File: src/rtl/add_responder.sv
// rtl/add_responder.sv - operand/sum responder: (W+1)-bit adder feeding a DEPTH-entry result FIFO
module add_responder #(
    parameter int W     = 4,
    parameter int DEPTH = 4,
    parameter int CW    = 8
) (
    input  logic          clk,
    input  logic          rst_n,
    input  logic          in_valid,
    output logic          in_ready,
    input  logic [W-1:0]  in_a,
    input  logic [W-1:0]  in_b,
    output logic          out_valid,
    input  logic          out_ready,
    output logic [W:0]    out_sum,
    output logic [W-1:0]  out_a,
    output logic [W-1:0]  out_b,
    output logic [CW-1:0] txn_cnt,
    output logic          full
);

    localparam int AW = $clog2(DEPTH);
    localparam logic [AW:0] FULL_CNT = (AW+1)'(DEPTH);

    logic [W-1:0] mem_a   [DEPTH];
    logic [W-1:0] mem_b   [DEPTH];
    logic [W:0]   mem_sum [DEPTH];

    logic [AW-1:0] wr_ptr;
    logic [AW-1:0] rd_ptr;
    logic [AW:0]   count;
    logic          push;
    logic          pop;
    logic [W:0]    sum;

    // Sum is widened before the add so the carry is never lost.
    assign sum       = {1'b0, in_a} + {1'b0, in_b};

    assign in_ready  = (count != FULL_CNT);
    assign full      = (count == FULL_CNT);
    assign out_valid = (count != '0);
    assign push      = in_valid && in_ready;
    assign pop       = out_valid && out_ready;

    assign out_a     = mem_a[rd_ptr];
    assign out_b     = mem_b[rd_ptr];
    assign out_sum   = mem_sum[rd_ptr];

    always_ff @(posedge clk) begin
        if (push) begin
            mem_a[wr_ptr]   <= in_a;
            mem_b[wr_ptr]   <= in_b;
            mem_sum[wr_ptr] <= sum;
        end
    end

    always_ff @(posedge clk) begin
        if (!rst_n) begin
            wr_ptr  <= '0;
            rd_ptr  <= '0;
            count   <= '0;
            txn_cnt <= '0;
        end else begin
            if (push) begin
                wr_ptr <= wr_ptr + AW'(1);
            end
            if (pop) begin
                rd_ptr  <= rd_ptr + AW'(1);
                txn_cnt <= txn_cnt + CW'(1);
            end
            case ({push, pop})
                2'b10:   count <= count + (AW+1)'(1);
                2'b01:   count <= count - (AW+1)'(1);
                default: count <= count;
            endcase
        end
    end

endmodule

File: config.mk
export PLATFORM = sky130hd
export DESIGN_NAME = add_responder
export DESIGN_NICKNAME = d
export VERILOG_FILES = /design/src/rtl/add_responder.sv
export SDC_FILE = /design/constraint.sdc
export NUM_CORES = 1
export LEC_CHECK = 0
export ABC_AREA = 1
export BUFFER_PORTS_ARGS = -buffer_cell sky130_fd_sc_hd__buf_2
export CAP_MARGIN = 20
export CORE_MARGIN = 10
export CORE_UTILIZATION = 30
export DETAILED_ROUTE_END_ITERATION = 8
export GPL_ROUTABILITY_DRIVEN = 0
export GPL_TIMING_DRIVEN = 0
export PLACE_DENSITY = 0.43
export SYNTH_ARGS = -nofsm -noshare
export SYNTH_HDL_FRONTEND = slang
export SYNTH_SLANG_ARGS = --single-unit
File: constraint.sdc
create_clock -name clk -period 2.2 [get_ports clk]
set_input_delay 0.22 -clock clk [delete_from_list [all_inputs] [get_ports clk]]
set_output_delay 0.22 -clock clk [all_outputs]
set_load 0.01 [all_outputs]
==> impl_summary.md, run 1 <==
Outcome
The run finished with clean final reports.

Global routing
Across every metal layer, demand over resource in global routing totals 0.0945. The via count of the first global-routing pass is 1929. Entering global routing, the biggest net connects 13 pins. The first global-routing pass estimated 10400 um of wire. The remaining global-route overflow is 0. The initial antenna violation count came to 0.

Pwr
In this run the static leakage power is 1.37 nW. The worst-case IR drop observed on VDD is 378 uV. The switching component of the power is 1.21 mW. Of the total power, the share spent switching nets is 0.320. The share of total power dissipated in combinational logic is 0.275.

The power per cell area is 1070 mW/mm^2. The total power after layout is 3.79 mW. The clock group share of total power is 0.293. The internal portion of the total power is 2.58 mW. The sequential share of power is 0.432.

Logic synthesis
By count the netlist is led by 52 x sky130_fd_sc_hd__edfxtp_1, 44 x sky130_fd_sc_hd__nor2_1, 33 x sky130_fd_sc_hd__o21ai_0. The sequential element share of the synthesized area is 0.648. The count of yosys warnings during synthesis is 0. After synthesis, the cell types taking the most area are sky130_fd_sc_hd__edfxtp_1 53%, sky130_fd_sc_hd__dfxtp_1 12%, sky130_fd_sc_hd__nor2_1 5.6%. The top flip-flop cell by instance count after synthesis is sky130_fd_sc_hd__edfxtp_1. The cell type with the highest aggregate area in the netlist is sky130_fd_sc_hd__edfxtp_1. The count of distinct cell types in the synthesized netlist is 24. The mapped netlist covers 0.00293 sq mm. The share of the synthesized area in the top cell type is 0.532. By instance count, the leading cell after synthesis is sky130_fd_sc_hd__edfxtp_1. The number of nets in the synthesized netlist is 287. The mean post-synth cell area is 11.2 sq um. After synthesis the netlist holds a flip-flop and latch count of 69. The synthesized netlist cell count is 263. The share of flip-flops with an asynchronous set or reset is 0.

Yosys mapped a number of flops with a built-in enable equal to 52.

Setup path
The signal on the critical path passes through inv_1, clkbuf_1, o21ai_0, o22ai_1, buf_2. The number of cells on the worst reg-to-reg path is 10. The type of the worst setup path is flip-flop to output port. The worst setup path is captured at an output port. The critical path's slowest cell is sky130_fd_sc_hd__clkbuf_1. The largest stage delay on the critical path is 0.45 ns.

STA classifies the critical path startpoint as a flip-flop. In this design, the largest share of critical-path delay is due to buffers and inverters. The depth of the critical timing path with buffers and inverters included is 5. Along the worst path, the maximum fanout reaches 10.

The number of buffers and inverters on the critical path is 3. The launch instance of the worst register-to-register path is count[0]. The arrival time of the worst setup path is 1.81 ns. The critical path required time is 1.98 ns.

Route
The total number of vias is 1929. The first-pass iteration count of the detailed router is 4. The post-detailed-route DRC marker count is 0.

The detail route stage leaves a number of antenna-violating nets equal to 0. In the final routed layout, each cell accounts on average for 14.4 um. The sum of routed wire length over all layers is 6480 um. The number of vias per cell after detailed routing is 4.28. After the first detailed-routing iteration, the DRC count stood at 113.

Clock network
CTS saw 69 sinks. The CTS buffer count is 9. The clock transition time at the flip-flop clock pins of the worst setup and hold paths is 0.07 ns. The post-cts sizing count is 0.

The hold-fix buffer count after cts is 0. Buffers added to address setup during post-CTS repair amount to 0. The tree is rooted in a sky130_fd_sc_hd__clkbuf_8.

TritonCTS built the clock tree. The clock latency of the later-clocked register in the worst-skew pair is 0.33 ns. The total number of H-tree levels is 3. The clock passes through at most 2 buffers.

Placed design
The number of placed instances, taps included is 435. The detailed placer's ending HPWL is 4580 um. In this run the tool buffered the top-level ports with 35 buffer cells. The placement-stage worst setup slack is 0.284 ns.

Timing
Of the available clock period, the critical path in the final layout requires 0.925. Setup violations remaining at the end of the flow were counted as 0. The worst-case headroom to the max-slew limit is 0.462. For the final routed database, the setup TNS stands at 0 ns.

The final setup skew is 0.00693 ns. The achievable frequency is 491 MHz. At the pin with the least slew margin, the transition time is 0.804 ns. The final hold violation count is 0. Setup repair after global routing left no endpoint under its margin. The final critical delay including setup and external delays is 2.03 ns. The final critical-path setup slack is 0.165 ns. The number of pins exceeding their max-slew limit in the final report is 0.

Flow run
The number of maximum-capacitance constraint violations is 0.

Die
In this run the horizontal extent of the chip is 119 um. The standard-cell row count is 36. The standard cell core area is 0.00964 sq mm. The initial utilization of the core area, before any placement, comes to 0.304. The vertical die dimension is 119 um.

The die covers 0.0141 sq mm. The number of top-level pins is 36.

Cells and area
For this run, the share of the core covered by cells in the final layout is 0.367. After the last flow step, the layout net total stands at 337. Leaving out filler cells and counting taps, the final layout contains 451. The antenna diode count is 0. Compared with the post-synthesis result, the final layout area differs by 20.5%. Of the cells placed in the final design, the portion with a size suffix greater than 1 is 0.223.

Hold path
The classification of the worst-slack hold path is input port to flip-flop. The startpoint of the worst hold path is in_b[0]. The worst hold path cell count is 1.
cell families (layout without fill, tap and decap cells):
| kind of cell | count (synthesis) | after routing | synth area share |
|---|---|---|---|
| adders and majority gates | 12 | 12 | 0.0563 |
| AOI/OAI and AO/OA | 66 | 66 | 0.124 |
| and+or+nand+nor | 75 | 75 | 0.107 |
| xor gates and xnor gates | 2 | 2 | 0.00597 |
| buffers and inverters | 39 | 94 | 0.0588 |
| DFF | 69 | 69 | 0.648 |
per-stage QoR:
stage	hold slack, ns	cell area, sq um
after global placement	0.446	3280
after floorplan	0.319	2930
after global routing	0.112	3540
after detailed placement	0.458	3320
final	0.126	3540
after CTS	0.111	3530
worst reg2reg max path, stage by stage, from the launching register on:
cell and delay (ns):
sky130_fd_sc_hd__dfxtp_1 0.40, sky130_fd_sc_hd__nor2_4 0.08, sky130_fd_sc_hd__a21oi_2 0.16, sky130_fd_sc_hd__buf_6 0.16
sky130_fd_sc_hd__ha_1 0.16, sky130_fd_sc_hd__inv_1 0.06, sky130_fd_sc_hd__fa_1 0.38, sky130_fd_sc_hd__nand2_1 0.08
sky130_fd_sc_hd__nand3_1 0.08, sky130_fd_sc_hd__o21ai_0 0.16, sky130_fd_sc_hd__a21oi_1 0.06
registers in the layout, summed over array words and instances, names as in the netlist, named ones only:
signal	count
txn_cnt	8
mem_sum	20
mem_a	16
mem_b	16
wr_ptr	2
count	3
rd_ptr	2
power by group through the flow:
| stage | clock, mW | combinational [mW] | sequential, mW |
|---|---|---|---|
| after floorplan | 0 | 0.672 | 1.66 |
| after global placement | 0 | 1.06 | 1.67 |
| after detailed placement | 0 | 1.08 | 1.67 |
| after CTS | 1.14 | 1.08 | 1.64 |
| after global routing | 1.20 | 1.19 | 1.66 |
| final | 1.11 | 1.04 | 1.64 |
layer usage:
layer | wire length, um | track usage | up-vias | share of wire
li1 | - | - | 1008 | -
met1 | 3200 | 0.127 | 880 | 0.49
met2 | 2970 | 0.138 | 33 | 0.46
met3 | 194 | 0.0231 | 8 | 0.030
met4 | 117 | 0.0481 | 0 | 0.018
met5 | 0 | 0 | - | 0
worst paths after layout:
check | to | slack (ns)
min reg2reg | txn_cnt[4] | 0.46
max reg2reg | count[2] | 0.30
max | out_a[0] | 0.17
min | mem_b[0][0] | 0.13
placed cells by master, fill, tap and decap left out, types with 2 or more instances in the layout:
master,instances
sky130_fd_sc_hd__edfxtp_1,52
sky130_fd_sc_hd__nor2_1,44
sky130_fd_sc_hd__buf_2,38
sky130_fd_sc_hd__o21ai_0,33
sky130_fd_sc_hd__inv_1,29
sky130_fd_sc_hd__nand2_1,19
sky130_fd_sc_hd__dfxtp_1,17
sky130_fd_sc_hd__a21oi_1,14
sky130_fd_sc_hd__o22ai_1,13
sky130_fd_sc_hd__ha_1,10
sky130_fd_sc_hd__clkbuf_8,9
sky130_fd_sc_hd__nand3_1,7
sky130_fd_sc_hd__buf_6,6
sky130_fd_sc_hd__nand2_2,3
sky130_fd_sc_hd__buf_4,2
sky130_fd_sc_hd__clkbuf_1,2
sky130_fd_sc_hd__o21ai_2,2
sky130_fd_sc_hd__o21ai_1,2
sky130_fd_sc_hd__fa_1,2
sky130_fd_sc_hd__bufinv_16,2
sky130_fd_sc_hd__clkinv_2,2
layout make-up:
| class | instances | area [sq um] |
|---|---|---|
| buffer | 10 | 65.1 |
| clock buffer | 9 | 124 |
| clock inverter | 7 | 90.1 |
| fill | 1013 | 6100 |
| inverter | 29 | 109 |
| multi-input combinational | 155 | 860 |
| sequential | 69 | 1900 |
| tap | 133 | 166 |
| timing repair buffer | 39 | 220 |
Power figures use the tool's default switching activity.
==> inputs of run 2 (changes only) <==
Settings changed: CORE_UTILIZATION 30 to 55, PLACE_DENSITY 0.43 to 0.72.
==> impl_summary.md, run 2 (same netlist as run 1, synthesis figures left out) <==
Setup path
The critical path goes through buf_2, clkbuf_1, nor2_1, o22ai_1, buf_2. The critical path required time is 1.98 ns. The dominant cell type by count on the critical path is sky130_fd_sc_hd__buf_2. The cell family contributing the most delay on the critical path is buffers and inverters.

The type of origin of the critical path is a flip-flop. The worst setup path is captured at an output port. The largest single stage delay on the critical path is 0.44 ns. The biggest fanout along the worst timing path is 10. The arrival time of the worst setup path is 1.72 ns. The critical path's slowest cell is sky130_fd_sc_hd__clkbuf_1.

The type of the worst setup path is flip-flop to output port. The number of buffers and inverters on the critical path is 3.

Global routing
The remaining global-route overflow is 0. The wire length of the first global-routing pass is 9690 um. The initial antenna violation count was 0.

The maximum number of pins on one net before global-route repair is 14. The via count of the first global-routing pass came to 1997. The overall fraction of global-route tracks in use is 0.141.

Clock network
The clock tree from TritonCTS is done. The H-tree generated during clock tree synthesis spans 3 levels. The tree built by TritonCTS fans out to 69 sinks. The later pin in the worst-skew pair is clocked with a latency of 0.33 ns.

The hold-fix buffer count after cts is 0. The CTS buffer count is 9. The clock tree root buffer cell is sky130_fd_sc_hd__clkbuf_8. The number of gates resized after CTS was 0.

Post-CTS timing repair inserted 0 buffers for setup. The clock passes through at most 2 buffers. The clock transition time at the flip-flop clock pins of the worst setup and hold paths is 0.07 ns.

Outcome
The flow ran to the end, and the final reports show no timing, DRC or antenna violations.

Cells and area
After the last flow step, the layout net total stands at 337. The number of flip-flops in the largest register is 20. After routing the design area is 0.00342 sq mm.

The top cell types in the final layout, fill and taps aside, are 52 x sky130_fd_sc_hd__edfxtp_1, 44 x sky130_fd_sc_hd__nor2_1, 38 x sky130_fd_sc_hd__buf_2, 33 x sky130_fd_sc_hd__o21ai_0, 29 x sky130_fd_sc_hd__inv_1. In the final layout, the registers with the most flip-flops are mem_sum: 20 flops, mem_a: 16 flops, mem_b: 16 flops. In the final layout, the share of cells above drive strength 1 is 0.214.

The antenna diode count is 0. The area growth from synthesis to layout is 16.5%. The commonest non-fill, non-tap cell in the layout is sky130_fd_sc_hd__edfxtp_1. The register name with the most flops is mem_sum.

Die
The starting density of the core is 0.571. The vertical die dimension is 93.0 um. The number of top-level pins is 36. The horizontal die dimension is 93.0 um. The core region is 0.00514 sq mm. The floorplan step defined a die boundary enclosing 0.00866 sq mm.

Row generation in the floorplan step produced 26 rows.

Route
The total number of vias is 2012. In this run, the number of DRC markers left after iteration 0 of detailed routing was 148. The final antenna-violating net count is 0.

The number of vias per cell after detailed routing is 5.19. After detailed routing, the number of remaining DRC violations is 0. The first-pass iteration count of the detailed router is 4. In the final routed layout, each cell accounts on average for 15.2 um. The routed design has 5900 um of wire.

Timing
Based on the critical path, the design can be clocked at up to 515 MHz. The final hold violation count is 0. The number of pins exceeding their max-slew limit in the final report is 0. In the final timing run, aggregate negative setup slack is 0 ns. For the final database, setup skew stands at 0.00806 ns. The transition time at the pin with the least slew margin is 0.786 ns. The worst-case headroom to the max-slew limit is 0.474.

Setup repair after global routing left no endpoint under its margin. Setup violations remaining at the end of the flow were counted as 0. Dividing the final minimum period by the clock period gives 0.882. For the finished layout, the period the worst path requires is 1.94 ns.

Hold path
The classification of the worst-slack hold path is input port to flip-flop.

Placed design
The instance area after placement is 0.00322 sq mm. During placement, the flow inserted port buffers numbering 35. The detailed placer's ending HPWL is 4080 um.

Pwr
The leakage power is 1.35 nW. Dividing total power by cell area gives a power density of 1050 mW/mm^2. The share of total power dissipated in sequential elements is 0.457. For this design the total switching power over the nets is 1.15 mW. The share of total power dissipated in combinational logic is 0.285.

The clock group share of total power is 0.259. The switching share of power is 0.320. The internal power of the cells totals 2.45 mW.

VDD sags by at most 581 uV.

Flow run
Max-cap violations in this run came to 0.
run 2: cell types whose count changed in the layout (fill, tap and decap cells not counted), sizes merged:
cell,previous run,this run
clkbuf,12,18
bufinv,2,0
clkinvlp,1,0
clkinv,4,1
run 2: layer usage:
metal / wire, um / vias to the layer above / track usage
li1: - / 1006 / -
met1: 2460 / 945 / 0.161
met2: 3030 / 57 / 0.241
met3: 368 / 4 / 0.0528
met4: 40 / 0 / 0.0437
met5: 0 / - / 0
run 2: final timing paths:
check / slack (ns) / depth (start not counted) / start / end
setup / recovery: 0.26 / 5 / flip-flop / out_sum[0]
hold / removal: 0.13 / 1 / in_a[0] / mem_a[2][0]
setup reg to reg: 0.27 / 10 / count[0] / count[2]
hold reg to reg: 0.47 / 2 / txn_cnt[4] / txn_cnt[4]
run 2: through the flow:
step / util / setup slack (ns) / std cells / hold WS (ns) / total power, mW
floorplan: - / 0.425 / 263 / 0.319 / 2.33
global placement: 0.622 / 0.142 / 368 / 0.442 / 2.67
detailed placement: 0.626 / 0.160 / 370 / 0.450 / 2.71
CTS: 0.662 / 0.142 / 386 / 0.120 / 3.63
global route: 0.665 / 0.0335 / 388 / 0.118 / 3.84
finish: 0.665 / 0.260 / 388 / 0.133 / 3.60
run 2: power by group through the flow:
stage | logic [mW] | clock network [mW] | registers, mW
floorplan | 0.672 | 0 | 1.66
global placement | 1.00 | 0 | 1.67
detailed placement | 1.03 | 0 | 1.67
CTS | 1.04 | 0.949 | 1.64
global route | 1.15 | 1.02 | 1.66
finish | 1.02 | 0.930 | 1.64
run 2: cell type report:
class	count	area [sq um]
clock buffers	15	176
plain buffers	10	63.8
clock inverters	1	5.00
multi-input cells	155	860
fillers	414	1720
well taps	70	87.6
repair buffers	39	216
flip-flops and latches	69	1900
inverters	29	109
==> inputs of run 3 (changes only) <==
Settings changed: ABC_AREA 1 to unset, CELL_PAD_IN_SITES_DETAIL_PLACEMENT set to 0, CELL_PAD_IN_SITES_GLOBAL_PLACEMENT set to 1, CORE_UTILIZATION 55 to 48, PLACE_DENSITY 0.72 to 0.75.
==> impl_summary.md, run 3 <==
Timing
Across all hold checks on the routed design, the worst slack comes to 0.122 ns. Measured against its own limit, the worst slew margin works out to 0.530. After layout, the minimum clock period comes to 2.13 ns.

For the pin with the worst max-slew slack, the measured transition is 0.705 ns. Setup repair after global routing left no endpoint under its margin. The number of setup violations in the final report is 0. In the final timing run, aggregate negative setup slack is 0 ns.

The number of pins exceeding their max-slew limit in the final report is 0. In the post-route analysis, the smallest setup slack over all paths is 0.0696 ns. The achievable frequency is 469 MHz. The final hold violation count is 0. In the finished design, the share of the clock period the worst path needs comes to 0.968. The final setup skew is 0.00473 ns.

Die
The number of top-level pins is 36. The die area is 0.00940 sq mm. The die is 96.9 um wide.

The starting density of the core is 0.504. In this run the vertical extent of the chip is 96.9 um. The standard-cell row count is 27. The total area inside the core boundary comes to 0.00564 sq mm.

Route
The top routing layer in use is met4. For this run, design rule violations remaining after detail routing come to 0. The per-cell routed wire length is 17.1 um.

The total number of vias is 1570. The routed length on met3 is 252 um. The met2 wirelength from detailed routing is 2720 um. Summed over all layers, the routed wires come to 5120 um.

The first-pass iteration count of the detailed router is 4. The number of vias per cell after detailed routing is 5.23. The met1 wire length is 2010 um. The final antenna-violating net count is 0. After the first detailed-routing iteration, the DRC count stood at 39.

Clock network
The clock tree from TritonCTS is done. Clock-pin slew was measured on the worst setup and hold paths at 0.07 ns. The clock drives 69 sinks. The maximum clock path buffer count is 2. The clock latency of the later-clocked register in the worst-skew pair is 0.34 ns. The clock tree root buffer cell is sky130_fd_sc_hd__clkbuf_8. The total number of H-tree levels is 3.

The CTS buffer count is 9. The hold-fix buffer count after cts is 0.

Cells and area
Of the cells placed in the final design, the portion with a size suffix greater than 1 is 0.320. For this run, the post-layout net count is 247. The number of flip-flops in the largest register is 20. The number of non-filler instances in the completed layout is 300. The commonest non-fill, non-tap cell in the layout is sky130_fd_sc_hd__edfxtp_1. The antenna diode count is 0. Relative to the synthesized area, the layout overhead comes to 17.0%. The combined area of the multi-input logic cells is 876 sq um. The largest registers in the layout are mem_sum: 20 flops, mem_a: 16 flops, mem_b: 16 flops. After routing the design area is 0.00332 sq mm.

Counting the fill cells in the layout gives 452. In the layout the commonest cells are 52 x sky130_fd_sc_hd__edfxtp_1, 35 x sky130_fd_sc_hd__buf_2, 16 x sky130_fd_sc_hd__dfxtp_1, 13 x sky130_fd_sc_hd__inv_1, 13 x sky130_fd_sc_hd__mux4_2. Measured on the finished design, the core utilization comes to 0.589.

The register name with the most flops is mem_sum. Summing all flip-flop and latch instances after layout gives 0.00190 sq mm.

Setup path
At the worst endpoint, the required time is 2.47 ns. The type of the worst setup path is flip-flop to flip-flop. The critical path's slowest cell is sky130_fd_sc_hd__or3b_4.

The endpoint identified for the worst register-to-register timing path is count[2]. In this design, the largest share of critical-path delay is due to simple AND/OR/NAND/NOR gates. The launch instance of the worst register-to-register path is count[0]. The largest stage delay on the critical path is 0.40 ns.

For flop-to-flop paths, the worst setup slack is 0.07 ns. The worst setup path is launched from a flip-flop. Traced cell by cell, the critical path runs through buf_6, or3b_4, nand2_1, ha_2, inv_1, fa_2, xor2_1, or3_1, a21oi_1. The critical path capture point type is a flip-flop. Of all nets on the critical path, the largest fanout is 7. The worst register-to-register path has a depth of 9. The number of buffers and inverters on the critical path is 2.

The arrival time of the worst setup path is 2.40 ns.

Logic synthesis
By area the synthesized netlist is led by sky130_fd_sc_hd__edfxtp_1 55%, sky130_fd_sc_hd__dfxtp_1 12%, sky130_fd_sc_hd__mux4_2 10%. The mean post-synth cell area is 16.1 sq um. The top flip-flop cell by instance count after synthesis is sky130_fd_sc_hd__edfxtp_1.

The share of synthesized area in the top cell type comes to 0.550. The count of yosys warnings during synthesis is 0. By instance count, the leading cell after synthesis is sky130_fd_sc_hd__edfxtp_1. In this run the cell area of the synthesized design comes to 0.00284 sq mm.

Counting flops with an async set or reset pin after synthesis yields a share of 0. Counting flops and latches in the post-synthesis netlist gives 69. The synthesized netlist cell count is 176. The share of the Yosys chip area taken by registers is 0.669.

In this run, synthesis inferred 52 flip-flops with an integrated enable. Summed over all instances, the cell type with the most area after synthesis is sky130_fd_sc_hd__edfxtp_1. The number of nets in the synthesized netlist is 200. The count of distinct cell types in the synthesized netlist is 31. In the synthesized netlist, the cells that appear most often are 52 x sky130_fd_sc_hd__edfxtp_1, 17 x sky130_fd_sc_hd__dfxtp_1, 13 x sky130_fd_sc_hd__inv_1, 13 x sky130_fd_sc_hd__mux4_2, 10 x sky130_fd_sc_hd__ha_1.

Hold path
The endpoint of the worst hold path is mem_b[2][0]. In this run the most critical hold path is launched from in_b[0]. The worst hold path cell count is 1. The classification of the worst-slack hold path is input port to flip-flop.

Global routing
The maximum number of pins on one net before global-route repair is 14. The overall fraction of global-route tracks in use is 0.112. Global routing finished with a remaining overflow of 0. The via count of the first global-routing pass is 1725.

The first global-routing pass estimated 8380 um of wire. The initial antenna violation count was 0.

Pwr
Across the VDD grid, the largest voltage drop is 553 uV. The leakage power is 1.25 nW. The design draws 3.59 mW. For this design the ratio of total power to cell area is 1080 mW/mm^2.

Placed design
The count of port buffers added during placement is 35. The detailed placer's ending HPWL is 3650 um. The number of placed instances, taps included is 283. Once placement finished, the instance area stood at 0.00312 sq mm. At the placement stage, the worst setup path has a slack of -0.0849 ns.

Outcome
The flow ran to the end, and the final reports show no timing, DRC or antenna violations.

Flow run
Across the run, the number of max-cap violations was 0.
## run 3: changes by cell type after synthesis, sizes merged, moves of 4 or more
cell and delta:
nor2 -36, o21ai -33, nand2 -20, inv -16
mux4 +13, o22ai -13, a21oi -6, and3 +5
xor2 +5, buf -4
## run 3: worst max path at each step
stage                     startpoint        to  slack (ns)  cells after the start
final                       count[0]  count[2]        0.07                      9
after global routing        count[0]  count[2]       0.002                      9
after CTS                   count[0]  count[2]        0.06                      9
after detailed placement    count[0]  count[2]       -0.08                     10
after global placement      count[0]  count[2]       -0.03                     10
after floorplan             count[0]  count[2]        0.04                     10
## run 3: kinds of logic (layout without fill, tap and decap cells)
logic type	count (synthesis)	in the layout	share of synthesized area
flip-flops	69	69	0.669
AND/OR/NAND/NOR	33	33	0.0630
AO/OA/AOI/OAI	21	21	0.0467
buffers and inverters	18	70	0.0282
multiplexers	15	15	0.110
adder cells (fa/ha/maj)	12	12	0.0581
XOR/XNOR	8	8	0.0247
## run 3: power breakdown
part	internal [mW]	switching [mW]	total, mW	leakage, nW
Sequential	1.57	0.0964	1.66	0.616
Clock	0.517	0.455	0.971	0.0968
Combinational	0.459	0.497	0.955	0.533
## run 3: layout make-up
type / count / share of cell area
buffer: 4 / 0.00791
clock buffer: 9 / 0.0373
clock inverter: 7 / 0.0196
inverter: 13 / 0.0147
multi-input combinational: 89 / 0.264
sequential: 69 / 0.573
tap: 72 / 0.0271
timing repair buffer: 37 / 0.0572
## run 3: repair_timing
action / 4_1_cts / 5_1_grt
pin swaps: 2 / 1
resized for setup: 2 / 0
endpoints found under the setup margin: 1 / 1
buffers inserted: 2 / 0
## run 3: routing by layer
metal / vias to the layer above / global-route usage
met2: 35 / 0.191
met1: 762 / 0.116
met3: 11 / 0.0412
met4: 0 / 0.0665
met5: - / 0
li1: 762 / -
